==> config.mk <==
export PLATFORM = sky130hd
export DESIGN_NAME = switch_bounce_gen
export DESIGN_NICKNAME = d
export VERILOG_FILES = /design/src/rtl/switch_bounce_gen.sv
export SDC_FILE = /design/constraint.sdc
export NUM_CORES = 1
export LEC_CHECK = 0
export CORE_ASPECT_RATIO = 0.7
export CORE_UTILIZATION = 40
export DETAILED_ROUTE_END_ITERATION = 8
export GPL_TIMING_DRIVEN = 0
export SYNTH_ARGS = -nofsm -noshare
export SYNTH_HDL_FRONTEND = slang
export SYNTH_SLANG_ARGS = --single-unit
==> constraint.sdc <==
create_clock -name clk1ms_i -period 5.6 [get_ports clk1ms_i]
set_input_delay 1.12 -clock clk1ms_i [delete_from_list [all_inputs] [get_ports clk1ms_i]]
set_output_delay 1.12 -clock clk1ms_i [all_outputs]
set_load 0.05 [all_outputs]
==> src/rtl/switch_bounce_gen.sv <==
// Switch-bounce emulator: turns a clean level into a bouncy contact signal.
// Glitch count and widths come from a free-running 8-bit LFSR.
module switch_bounce_gen #(
    parameter int unsigned MAX_BOUNCES = 6,
    parameter int unsigned MAX_HOLD    = 3,
    parameter int unsigned SETTLE_MS   = 6,
    parameter logic [7:0]  LFSR_SEED   = 8'hA5
) (
    input  logic       clk1ms_i,
    input  logic       reset_n_i,
    input  logic       sw_in_i,
    input  logic       bounce_en_i,
    output logic       sw_out_o,
    output logic       busy_o,
    output logic [7:0] glitch_cnt_o
);

    localparam int unsigned CNT_W = 4;
    localparam int unsigned SET_W = $clog2(SETTLE_MS + 1);

    typedef enum logic [1:0] {
        IDLE   = 2'd0,
        BOUNCE = 2'd1,
        SETTLE = 2'd2
    } state_e;

    state_e             state_q, state_d;
    logic               sw_in_q;
    logic [7:0]         lfsr_q, lfsr_d;
    logic               target_q, target_d;
    logic               sw_out_q, sw_out_d;
    logic               busy_q, busy_d;
    logic [7:0]         glitch_cnt_q, glitch_cnt_d;
    logic [CNT_W-1:0]   remain_q, remain_d;
    logic [CNT_W-1:0]   hold_q, hold_d;
    logic               phase_q, phase_d;
    logic [SET_W-1:0]   settle_q, settle_d;

    logic [CNT_W-1:0]   n_c;
    logic [CNT_W-1:0]   h_c;
    logic [7:0]         glitch_inc_c;

    // Bounce count and half-period drawn from the current LFSR value
    assign n_c          = CNT_W'(1) + (lfsr_q[3:0] % CNT_W'(MAX_BOUNCES));
    assign h_c          = CNT_W'(1) + (lfsr_q[7:4] % CNT_W'(MAX_HOLD));
    assign glitch_inc_c = (glitch_cnt_q == 8'hFF) ? glitch_cnt_q : glitch_cnt_q + 8'd1;

    always_comb begin
        state_d      = state_q;
        lfsr_d       = {lfsr_q[6:0], lfsr_q[7] ^ lfsr_q[5] ^ lfsr_q[4] ^ lfsr_q[3]};
        target_d     = target_q;
        sw_out_d     = sw_out_q;
        busy_d       = busy_q;
        glitch_cnt_d = glitch_cnt_q;
        remain_d     = remain_q;
        hold_d       = hold_q;
        phase_d      = phase_q;
        settle_d     = settle_q;

        case (state_q)
            IDLE: begin
                if (!bounce_en_i) begin
                    sw_out_d = sw_in_q;
                    busy_d   = 1'b0;
                end else if (sw_in_q != sw_out_q) begin
                    target_d = sw_in_q;
                    sw_out_d = sw_in_q;
                    remain_d = n_c;
                    hold_d   = h_c;
                    phase_d  = 1'b0;
                    busy_d   = 1'b1;
                    state_d  = BOUNCE;
                end
            end

            BOUNCE: begin
                if (!bounce_en_i) begin
                    sw_out_d = sw_in_q;
                    busy_d   = 1'b0;
                    state_d  = IDLE;
                end else begin
                    // Target tracks the input; the glitch pattern is relative to it
                    target_d = sw_in_q;
                    if (hold_q == CNT_W'(1)) begin
                        if (phase_q) begin
                            sw_out_d = sw_in_q;
                            phase_d  = 1'b0;
                            hold_d   = h_c;
                        end else if (remain_q != '0) begin
                            sw_out_d     = ~sw_in_q;
                            phase_d      = 1'b1;
                            hold_d       = h_c;
                            remain_d     = remain_q - CNT_W'(1);
                            glitch_cnt_d = glitch_inc_c;
                        end else begin
                            sw_out_d = sw_in_q;
                            settle_d = SET_W'(SETTLE_MS);
                            state_d  = SETTLE;
                        end
                    end else begin
                        hold_d   = hold_q - CNT_W'(1);
                        sw_out_d = phase_q ? ~sw_in_q : sw_in_q;
                    end
                end
            end

            SETTLE: begin
                if (!bounce_en_i) begin
                    sw_out_d = sw_in_q;
                    busy_d   = 1'b0;
                    state_d  = IDLE;
                end else if (sw_in_q != target_q) begin
                    target_d = sw_in_q;
                    sw_out_d = sw_in_q;
                    remain_d = n_c;
                    hold_d   = h_c;
                    phase_d  = 1'b0;
                    state_d  = BOUNCE;
                end else if (settle_q == SET_W'(1)) begin
                    busy_d  = 1'b0;
                    state_d = IDLE;
                end else begin
                    settle_d = settle_q - SET_W'(1);
                end
            end

            default: begin
                state_d = IDLE;
                busy_d  = 1'b0;
            end
        endcase
    end

    always_ff @(posedge clk1ms_i or negedge reset_n_i) begin
        if (!reset_n_i) begin
            state_q      <= IDLE;
            sw_in_q      <= 1'b0;
            lfsr_q       <= LFSR_SEED;
            target_q     <= 1'b0;
            sw_out_q     <= 1'b0;
            busy_q       <= 1'b0;
            glitch_cnt_q <= 8'h00;
            remain_q     <= '0;
            hold_q       <= '0;
            phase_q      <= 1'b0;
            settle_q     <= '0;
        end else begin
            state_q      <= state_d;
            sw_in_q      <= sw_in_i;
            lfsr_q       <= lfsr_d;
            target_q     <= target_d;
            sw_out_q     <= sw_out_d;
            busy_q       <= busy_d;
            glitch_cnt_q <= glitch_cnt_d;
            remain_q     <= remain_d;
            hold_q       <= hold_d;
            phase_q      <= phase_d;
            settle_q     <= settle_d;
        end
    end

    assign sw_out_o     = sw_out_q;
    assign busy_o       = busy_q;
    assign glitch_cnt_o = glitch_cnt_q;

endmodule

==> impl_summary.md <==
Run status
The run finished with clean final reports.

Pwr
Power spread over the standard cell area amounts to 377 mW/mm². The worst-case IR drop observed on VDD is 0.000217 V. In this run the static leakage power is 1.02 nW.

Detailed routing
The total iterations of the first detailed-routing run is 4. Using the TritonRoute via totals, the vias-per-cell ratio works out to 5.12. The post-detailed-route wirelength per cell is 12.2 µm. The sum of routed wire length over all layers is 3820 µm.

In this run, the number of DRC markers left after iteration 0 of detailed routing was 63. The antenna violation net count after detailed routing is 0. The count of vias placed by the detailed router is 1,608. The detailed-route DRC error count is 0.

Synthesis
The warning count from the yosys run is 0. The number of different library cells in the post-synthesis netlist is 50. The synthesized design contains 0 enable-type register cells.

Of the total synthesized cell area, the portion taken by full adders, half adders and majority gates is 7.78%. The main flop type after synthesis is dfrtp_1. The cell area that synthesis handed to floorplanning was 0.00209 mm². Of the total synthesized cell area, the portion taken by XOR and XNOR cells is 7.54%.

The sequential element share of the synthesized area is 41.0%. The fraction of registers with async set or reset after synthesis is 100%. The multiplexer share of the synthesized area is 1.56%. After technology mapping, the gate count stands at 224.

By area, the combinational part of the netlist is dominated by simple AND/OR/NAND/NOR gates. Summing the areas of all compound-gate instances in the mapped netlist gives 16.9% of the synthesized area. The simple-gate share of the synthesized area is 20.5%.

Synthesis produced a netlist with a net count of 241. After synthesis, the mean cell area works out to 9.33 µm². The register bit count reported by yosys is 34.

GRT
The met1 capacity usage during global routing is 25.2%. Entering global routing, the biggest net connects 35 pins. The initial antenna violation count is 0. The final global-route overflow total is 0.

In the global route stage, overall resource usage came out at 16.7%. The number of global-route vias before repair is 1,539. The met3 track utilization from global routing is 4.36%. Global routing used 22.3% of the available met2 tracks.

The wire length of the first global-routing pass is 7170 µm. After global routing, the most crowded layer is met1.

Setup path
The sort of element at the end of the critical path is a flop. Following the worst setup path forward leads to its endpoint at hold_q[1]. The start point of the critical path is lfsr_q[7]. The source of the worst register-to-register timing path is lfsr_q[7]. In this run the worst path has a maximum fanout of 8. At the worst endpoint, the required time is 5.75 ns. The reg2reg setup slack is 2.44 ns. STA classifies the critical path startpoint as a flop. The worst flop-to-flop path endpoint is hold_q[1]. The worst path arrival time is 3.31 ns. The startpoint-to-endpoint class of the critical path is flop to flop. The number of cells on the worst reg-to-reg path is 15.

Clocking
For this design, the CTS-stage hold fixing added 0 buffers. The number of setup buffers added after CTS is 0. The number of sinks handled by clock tree synthesis is 34.

The number of gates resized after cts is 0. The number of buffers on the longest clock path is 2. In this run, CTS created clock tree buffers numbering 5. The level count of the clock H-tree is 2. TritonCTS built the clock tree.

The root buffer selected by CTS is clkbuf_8. The clock slew at the register clock pins of the worst setup and hold paths is 0.07 ns. The clock reaches the later pin of the worst-skew pair after 0.29 ns.

Floorplan
The core region is 0.00489 mm². The die covers 0.00552 mm². From left edge to right edge, the die measures 88.4 µm.

In this run the count of I/O pins placed on the die edge is 14. The die boundary height is 62.5 µm. The initial standard-cell utilization of the core is 42.8%. The floorplan has 21 rows.

STA
The final worst setup slack is 2.44 ns. For the final database, setup skew stands at 0.00428 ns. Dividing the final minimum period by the clock period gives 56.4%. Setup repair after global routing left no endpoint under its margin. The setup violation total in the final timing report is 0. The upper clock frequency limit is 0.316 GHz. Headroom to the max-slew limit came out at 49.2%.

The pin slew with the least headroom to its limit is 0.763 ns. Setup total negative slack on the finished layout was measured at 0 ns. The final critical delay including setup and external delays is 3.16 ns. The count of final max-slew check failures is 0.

The count of endpoints failing hold in the final timing report was 0.

Placement
The count of buffers from port buffering is 13. The worst setup timing slack at the placement stage is 2.44 ns. At the end of routability-driven placement, the weighted congestion stood at 0.738.

The total half-perimeter wirelength after legalization and detailed placement is 2800 µm.

Finish
The area growth from synthesis to layout is 14.5%. The number of inserted filler cells in the final layout is 481. The repair_antennas step left the layout with diodes totalling 0. Leaving out fill and tap cells, the most frequent cells in the layout are 30 x dfrtp_1, 19 x nand2_1, 17 x inv_1, 16 x a21oi_1, 14 x nor2_1. Leaving out fill and tap cells, the most frequent cell in the layout is dfrtp_1. The post-route netlist has 10.2% of its cells at a drive strength greater than 1. The final layout contains 261 nets.

Worst hold path
The path class of the lowest-slack min-delay path is flop to flop. In this run the most critical hold path is launched from lfsr_q[2].

Flow run
Across the run, the number of max-cap violations was 0.
==> where the power goes <==
group | switching (W) | total, W | internal, W
logic | 0.000212 | 0.000359 | 0.000147
registers | 0.0000539 | 0.000355 | 0.000301
clock network | 0.0000894 | 0.000189 | 0.0000992
==> worst max-delay path: stages (launching register included) <==
cell	delay [ns]
dfstp_2	0.58
nand2b_1	0.19
inv_1	0.06
ha_1	0.17
inv_1	0.05
ha_1	0.27
o21ai_0	0.14
ha_1	0.24
a21oi_1	0.16
nor2b_1	0.23
mux2_2	0.36
ha_1	0.28
nand2_1	0.05
o21ai_0	0.08
nand2_1	0.07
o21ai_0	0.09
==> cell families (layout without fill, tap and decap cells) <==
logic type                 after synthesis  in the layout
DFF                                     34             34
and+or+nand+nor                         77             77
AOI/OAI and AO/OA                       55             55
muxes                                    3              3
xor gates and xnor gates                18             18
buffers and inverters                   24             45
adders and majority gates               13             13
==> synthesized netlist by cell type (2+ instances only) <==
library cell	count	share of area [%]
dfrtp_1	30	36
nand2_1	19	3.4
inv_1	17	3.1
a21oi_1	16	3.8
nor2_1	14	2.5
ha_1	13	7.8
o21ai_0	12	2.9
xnor2_1	12	5.0
nand2b_1	8	2.4
nand3_1	6	1.4
xor2_1	6	2.5
a31oi_1	4	1.2
clkbuf_1	4	0.72
dfstp_2	4	5.0
nand3b_1	4	1.4
nand4_1	4	1.2
a32oi_1	3	1.3
nor3b_1	3	1.1
o21a_1	3	1.1
o22a_1	3	1.3
and2_1	2	0.60
and3_1	2	0.60
mux2_2	2	1.1
nor2_4	2	1.1
nor2b_1	2	0.60
nor3_1	2	0.48
o211ai_1	2	0.72
o21bai_1	2	0.72
or3_1	2	0.60
==> flip-flops by register name, summed over array words and instances (netlist names) <==
| name | flops |
|---|---|
| sw_out_o | 1 |
| state_q | 2 |
| phase_q | 1 |
| target_q | 1 |
| glitch_cnt_o | 8 |
| hold_q | 4 |
| lfsr_q | 8 |
| busy_o | 1 |
| sw_in_q | 1 |
| remain_q | 4 |
| settle_q | 3 |
==> metal layers <==
| metal | wire length [µm] | vias to the layer above |
|---|---|---|
| met1 | 2210 | 748 |
| li1 | - | 836 |
| met3 | 120 | 5 |
| met5 | 0 | - |
| met4 | 55 | 0 |
| met2 | 1440 | 19 |
==> worst min path at each step <==
stage | endpoint | cells after the start | slack, ns
6_report | lfsr_q[3] | 0 | 0.41
3_3_place_gp | lfsr_q[3] | 0 | 0.40
2_1_floorplan | lfsr_q[5] | 0 | 0.38
4_1_cts | lfsr_q[3] | 0 | 0.41
5_1_grt | lfsr_q[3] | 0 | 0.42
3_5_place_dp | lfsr_q[5] | 0 | 0.40
==> cell type report <==
| class | count | area, µm² | area share (%) |
|---|---|---|---|
| multi-input combinational | 166 | 1130 | 47.4 |
| sequential | 34 | 856 | 35.8 |
| timing repair buffer | 13 | 125 | 5.23 |
| clock buffer | 7 | 86.3 | 3.61 |
| tap | 69 | 86.3 | 3.61 |
| inverter | 18 | 67.6 | 2.82 |
| buffer | 6 | 31.3 | 1.31 |
| clock inverter | 1 | 5.00 | 0.209 |
==> through the flow <==
stage               hold WS (ns)  power, W  cell area [µm²]  util, %  std cells
floorplan                  0.379  0.000622             2090        -        224
global placement           0.401  0.000716             2310     47.2        306
detailed placement         0.397  0.000720             2300     47.1        306
CTS                        0.410  0.000913             2390     49.0        314
global route               0.418  0.000974             2390     49.0        314
finish                     0.407  0.000902             2390     49.0        314
(Power assumes the default switching activity.)
